### config.mk
export PLATFORM = sky130hd
export DESIGN_NAME = led_ctrl_multi
export DESIGN_NICKNAME = d
export VERILOG_FILES = /design/src/rtl/led_ctrl_pkg.sv /design/src/rtl/led_ctrl_chan.sv /design/src/rtl/led_ctrl_multi.sv
export SDC_FILE = /design/constraint.sdc
export NUM_CORES = 1
export LEC_CHECK = 0
export CAP_MARGIN = 0
export CORE_MARGIN = 3
export CORE_UTILIZATION = 49
export DETAILED_ROUTE_END_ITERATION = 10
export GPL_TIMING_DRIVEN = 1
export PLACE_DENSITY = 0.86
export REMOVE_ABC_BUFFERS = 1
export SYNTH_ARGS = -nofsm -noshare
export SYNTH_HDL_FRONTEND = slang
export SYNTH_SLANG_ARGS = --single-unit
### constraint.sdc
create_clock -name CLK -period 2.9 [get_ports CLK]
set_clock_uncertainty 0.1 [all_clocks]
set_input_delay 0.58 -clock CLK [delete_from_list [all_inputs] [get_ports CLK]]
set_output_delay 0.58 -clock CLK [all_outputs]
set_load 0.03 [all_outputs]
### src/rtl/led_ctrl_pkg.sv
// led_ctrl_pkg
// Shared definitions for the multi-channel LED controller:
//   - mode_e         : per-channel mode encoding (OFF / ON / BLINK / PWM)
//   - STAT_*         : bit positions of the fields in the status word
package led_ctrl_pkg;

    typedef enum logic [1:0] {
        MODE_OFF   = 2'b00,
        MODE_ON    = 2'b01,
        MODE_BLINK = 2'b10,
        MODE_PWM   = 2'b11
    } mode_e;

    localparam int STAT_LED_LSB    = 0;
    localparam int STAT_LED_W      = 16;
    localparam int STAT_CLK_OUT    = 16;
    localparam int STAT_PHASE      = 17;
    localparam int STAT_TOGGLE_LSB = 24;
    localparam int STAT_TOGGLE_W   = 8;

endpackage

### src/rtl/led_ctrl_chan.sv
// led_ctrl_chan
// Combinational next-value logic for one LED channel; the result is
// registered in the top.
// Build option: LED_CTRL_PWM_EN -- when defined, mode 11 compares pwm_cnt
// against duty; when undefined, mode 11 acts as ON and duty/pwm_cnt are
// ignored.
// Ports:
//   mode        in   2      channel mode (led_ctrl_pkg::mode_e encoding)
//   duty        in   PWM_W  PWM duty
//   blink_phase in   1      shared blink phase
//   pwm_cnt     in   PWM_W  shared PWM counter
//   led_next    out  1      next LED value
module led_ctrl_chan
    import led_ctrl_pkg::*;
#(
    parameter int PWM_W = 8
) (
    input  logic [1:0]       mode,
    input  logic [PWM_W-1:0] duty,
    input  logic             blink_phase,
    input  logic [PWM_W-1:0] pwm_cnt,
    output logic             led_next
);

`ifndef LED_CTRL_PWM_EN
    logic pwm_inputs_unused;
    assign pwm_inputs_unused = ^{duty, pwm_cnt};
`endif

    always_comb begin
        led_next = 1'b0;
        case (mode)
            MODE_OFF:   led_next = 1'b0;
            MODE_ON:    led_next = 1'b1;
            MODE_BLINK: led_next = blink_phase;
`ifdef LED_CTRL_PWM_EN
            MODE_PWM:   led_next = (pwm_cnt < duty);
`else
            MODE_PWM:   led_next = 1'b1;
`endif
            default:    led_next = 1'b0;
        endcase
    end

endmodule

### src/rtl/led_ctrl_multi.sv
// led_ctrl_multi
// Multi-channel LED controller: per-channel OFF/ON/BLINK/PWM, a shared
// blink timebase, a programmable clock divider and a live status word.
// Build option: LED_CTRL_PWM_EN -- when defined the PWM counter and
// comparators exist; when undefined mode 11 behaves as ON.
// Ports:
//   CLK         in   1              system clock
//   RST         in   1              synchronous active-high reset
//   mode_reg    in   2*NUM_LED      channel i mode in [2i+1:2i]
//   period_reg  in   CNT_W          blink half-period minus one
//   duty_reg    in   PWM_W*NUM_LED  channel i duty in [PWM_W*i +: PWM_W]
//   clkdiv_reg  in   CNT_W          clk_out half-period minus one
//   status_reg  out  32             {toggle_cnt, 6'b0, blink_phase, clk_out, led}
//   led         out  NUM_LED        LED drive, active-high
//   clk_out     out  1              divided clock
module led_ctrl_multi
    import led_ctrl_pkg::*;
#(
    parameter int NUM_LED = 4,
    parameter int CNT_W   = 32,
    parameter int PWM_W   = 8
) (
    input  logic                     CLK,
    input  logic                     RST,
    input  logic [2*NUM_LED-1:0]     mode_reg,
    input  logic [CNT_W-1:0]         period_reg,
    input  logic [PWM_W*NUM_LED-1:0] duty_reg,
    input  logic [CNT_W-1:0]         clkdiv_reg,
    output logic [31:0]              status_reg,
    output logic [NUM_LED-1:0]       led,
    output logic                     clk_out
);

    logic [CNT_W-1:0]         blink_cnt;
    logic [CNT_W-1:0]         div_cnt;
    logic                     blink_phase;
    logic                     blink_phase_nxt;
    logic                     blink_tc;
    logic                     div_tc;
    logic [STAT_TOGGLE_W-1:0] toggle_cnt;
    logic [NUM_LED-1:0]       led_nxt;
    logic [PWM_W-1:0]         pwm_cnt_nxt;

    // >= rather than == so that lowering a limit below the running count
    // terminates on the next cycle instead of wrapping the counter.
    assign blink_tc        = (blink_cnt >= period_reg);
    assign div_tc          = (div_cnt >= clkdiv_reg);
    assign blink_phase_nxt = blink_phase ^ blink_tc;

    always_ff @(posedge CLK) begin
        if (RST) begin
            blink_cnt   <= '0;
            blink_phase <= 1'b0;
            toggle_cnt  <= '0;
            div_cnt     <= '0;
            clk_out     <= 1'b0;
            led         <= '0;
        end else begin
            blink_cnt   <= blink_tc ? '0 : blink_cnt + CNT_W'(1);
            blink_phase <= blink_phase_nxt;
            if (blink_tc) begin
                toggle_cnt <= toggle_cnt + STAT_TOGGLE_W'(1);
            end
            div_cnt     <= div_tc ? '0 : div_cnt + CNT_W'(1);
            if (div_tc) begin
                clk_out <= ~clk_out;
            end
            led         <= led_nxt;
        end
    end

`ifdef LED_CTRL_PWM_EN
    logic [PWM_W-1:0] pwm_cnt;

    assign pwm_cnt_nxt = pwm_cnt + PWM_W'(1);

    always_ff @(posedge CLK) begin
        if (RST) begin
            pwm_cnt <= '0;
        end else begin
            pwm_cnt <= pwm_cnt_nxt;
        end
    end
`else
    assign pwm_cnt_nxt = '0;
`endif

    // Channels see the next-state timebase so the registered led lines up
    // with the registered blink_phase in the same cycle.
    for (genvar i = 0; i < NUM_LED; i++) begin : g_chan
        led_ctrl_chan #(
            .PWM_W(PWM_W)
        ) u_chan (
            .mode        (mode_reg[2*i +: 2]),
            .duty        (duty_reg[PWM_W*i +: PWM_W]),
            .blink_phase (blink_phase_nxt),
            .pwm_cnt     (pwm_cnt_nxt),
            .led_next    (led_nxt[i])
        );
    end

    // Built purely from registers, so it changes on the same edge as the
    // state it reports.
    always_comb begin
        status_reg = '0;
        status_reg[STAT_LED_LSB +: NUM_LED]             = led;
        status_reg[STAT_CLK_OUT]                        = clk_out;
        status_reg[STAT_PHASE]                          = blink_phase;
        status_reg[STAT_TOGGLE_LSB +: STAT_TOGGLE_W]    = toggle_cnt;
    end

endmodule

==> reports/results.ini <==
[timing]
timing.final.crit_share_pct=98.5
hold_violations=0
worst_pin_slew_ns=0.571
setup_viol=0
fmax_ghz=0.350
layout_min_cycle_time_ns=2.86
fin_setup_tns_ns=0
drv_slew=0
relSlewSlack_pct=61.9
setup_ws_ns=0.0425

[synthesis]
syn_inst=614
synth_edf_count=0
ys_seq_elements=78
netlist_area_um2=5100
syn_area_per_cell_um2=8.31
synthTopCellsByArea=dfxtp_1, ha_1, xor2_1
yosys_warnings=0
async_reset_ff_share_pct=0
synth_top_cell_by_area=dfxtp_1
netlist.area_leader.share_pct=30.6
ys.flop_type=dfxtp_1
synth_cell_types=45
yosysSeqAreaShare_pct=30.6

[routing]
drc=0
topRoutingLayerUsed=met4
wl_met3_um=501
drt_first_pass_iters=5
via_per_inst=5.20
antenna_left=0
drtIter0Drc=158
routed_wl_um=11700
wl_met1_um=4950
vias=4428
wl_per_cell_um=13.8
met2WireLength_um=6030

[power]
p_leak_uw=0.00291
p_int_uw=1560
p_sw_uw=584
swShare_pct=27.2
total_power_uw=2150
max-vdd-ir-drop_v=0.000257
seq_power_share_pct=50.9
comb_power_share_pct=14.5
p_clk_share_pct=34.6
p_per_area_nw_per_um2=330

[worst_setup_path]
critical_path_class=input pin to flip-flop
crit_fanout=15
crit_required_ns=3.09
crit_arrival_ns=3.04
cpLargestDelayFamily=compound AO/OA/AOI/OAI gates
cp.buffers_inverters=3
path_cells=clkdlybuf4s50_1, inv_2, ha_4, a21oi_2, o21ai_1, a221o_1, a2111o_1, a21oi_4, buf_8, nand2_4, nor2_1
endpoint_kind=flip-flop
critPathLaunch=period_reg[17]
cpMaxStageDelayCell=clkdlybuf4s50_1
r2r_start=blink_cnt[0]
max_stage_delay_ns=0.49
start_kind=input pin

[clock_tree]
clk-insertion-delay-late_ns=0.35
clockBufferDepth=2
cts_root_buf=clkbuf_8
cts_sinks=78
cts_tree=yes
htree_levels=3
cts_buffers=9
clk_pin_slew_ns=0.09

[floorplan]
rows=36
initial_core_util_pct=51.3
coreArea_um2=9950
ios=143
fp.dieW_um=108
die_area_um2=11700
die_h_um=108

[final_layout]
regArea_um2=1560
final_cell_mix=clkdlybuf4s50_1, nor2_1, dfxtp_1
layout.cells.most_common=clkdlybuf4s50_1
area_delta_synth_final_pct=27.8
multi_input_area_um2=3240
nNetsFinal=886
drive_gt1_share_pct=9.05
postLayoutCellArea_um2=6520
antenna_cells=0
num-fill-cells=780

[grt]
grt-ovfl-total=0
grt_pass1_vias=4430
grt_max_degree=33
antenna_found_initial=0
grt_pass1_wl_um=18700
grt_use_total_pct=19.2

[place]
numPortBuffers=92
place_congestion=0.886
dpl_cell_area_um2=6100
pre_cts_ws_ns=-0.470
hpwl_um=8890

[outcome]
status=finished clean

[min_path]
holdCritStartpoint=blink_cnt[0]
min_path_type=flip-flop to flip-flop

[run]
maxCapViolCount=0

## what timing repair did
item,CTS,global route
endpoints found under the setup margin,39,44
buffers inserted,3,1
hold buffers,0,0
gates cloned,2,1
resized for setup,13,29
pin swaps,15,15
## metal layers
metal  vias to the layer above  track usage (%)
met3                        22             3.70
met4                         0             8.57
met2                       102             35.5
li1                       2242                -
met5                         -                0
met1                      2062             21.3
## worst register-to-register path, stage by stage, from the launching register on
cell	delay (ns)
dfxtp_2	0.38
inv_1	0.06
ha_1	0.28
nand2b_4	0.15
a2111oi_4	0.36
o21ai_2	0.11
a2111o_1	0.47
a21oi_4	0.23
buf_8	0.19
nand2_4	0.16
nor2_1	0.18
## stage by stage
step	hold slack [ns]	cells	util [%]
5_1_grt	0.408	851	65.5
3_3_place_gp	0.345	830	61.3
2_1_floorplan	0.330	593	-
6_report	0.376	851	65.5
4_1_cts	0.390	851	64.5
3_5_place_dp	0.369	830	61.3
## cells in the mapped netlist (3+ instances only)
master    number
nor2_1        89
dfxtp_1       78
inv_1         71
ha_1          67
xor2_1        41
nand3_1       32
nand2_1       31
buf_4         25
nand4_1       24
xnor2_1       22
a21oi_1       21
and3_1        17
o21ai_0       10
a221o_1        6
clkbuf_1       6
nor3_1         6
o21a_1         6
a21o_1         5
and4_1         5
a211oi_1       4
buf_6          4
nor4b_1        4
or3_1          4
and2_1         3
buf_2          3
nand2b_1       3
nor2b_1        3
o211ai_1       3
## state kept, by name, indices dropped and copies added, names as in the netlist
| signal | count |
|---|---|
| led | 4 |
| blink_cnt | 32 |
| toggle_cnt | 8 |
| div_cnt | 32 |
| clk_out | 1 |
| blink_phase | 1 |
## kinds of logic (layout without fill, tap and decap cells)
family,after synthesis,count (layout),synth area share [%]
AO/OA/AOI/OAI,68,68,9.44
AND/OR/NAND/NOR,227,228,21.9
XOR/XNOR,63,63,10.8
flip-flops,78,78,30.6
adder cells (fa/ha/maj),67,67,16.4
multiplexers,1,1,0.196
buffers and inverters,109,195,10.5
other,1,18,0.0735
## power groups by stage
stage	clock network, uW	logic (uW)	registers (uW)
5_1_grt	804	342	1100
2_1_floorplan	0	135	1130
6_report	743	312	1090
3_5_place_dp	0	297	1120
3_3_place_gp	0	287	1120
4_1_cts	763	306	1090
## final cells by class
| type | instances | area share (%) |
|---|---|---|
| Multi-Input combinational cell | 445 | 49.7 |
| Sequential cell | 78 | 24.0 |
| Timing Repair Buffer | 108 | 16.9 |
| Inverter | 71 | 4.09 |
| Tap cell | 133 | 2.55 |
| Clock buffer | 9 | 1.90 |
| Clock inverter | 7 | 0.864 |
## worst paths after layout
kind              depth (start not counted)             to  slack (ns)
hold / removal                            1   blink_cnt[0]        0.38
hold reg to reg                           1   blink_cnt[0]        0.38
setup reg to reg                         10  blink_cnt[31]        0.17
setup / recovery                         11  blink_cnt[31]        0.04
Note: power is estimated with default switching activity, not from simulation.
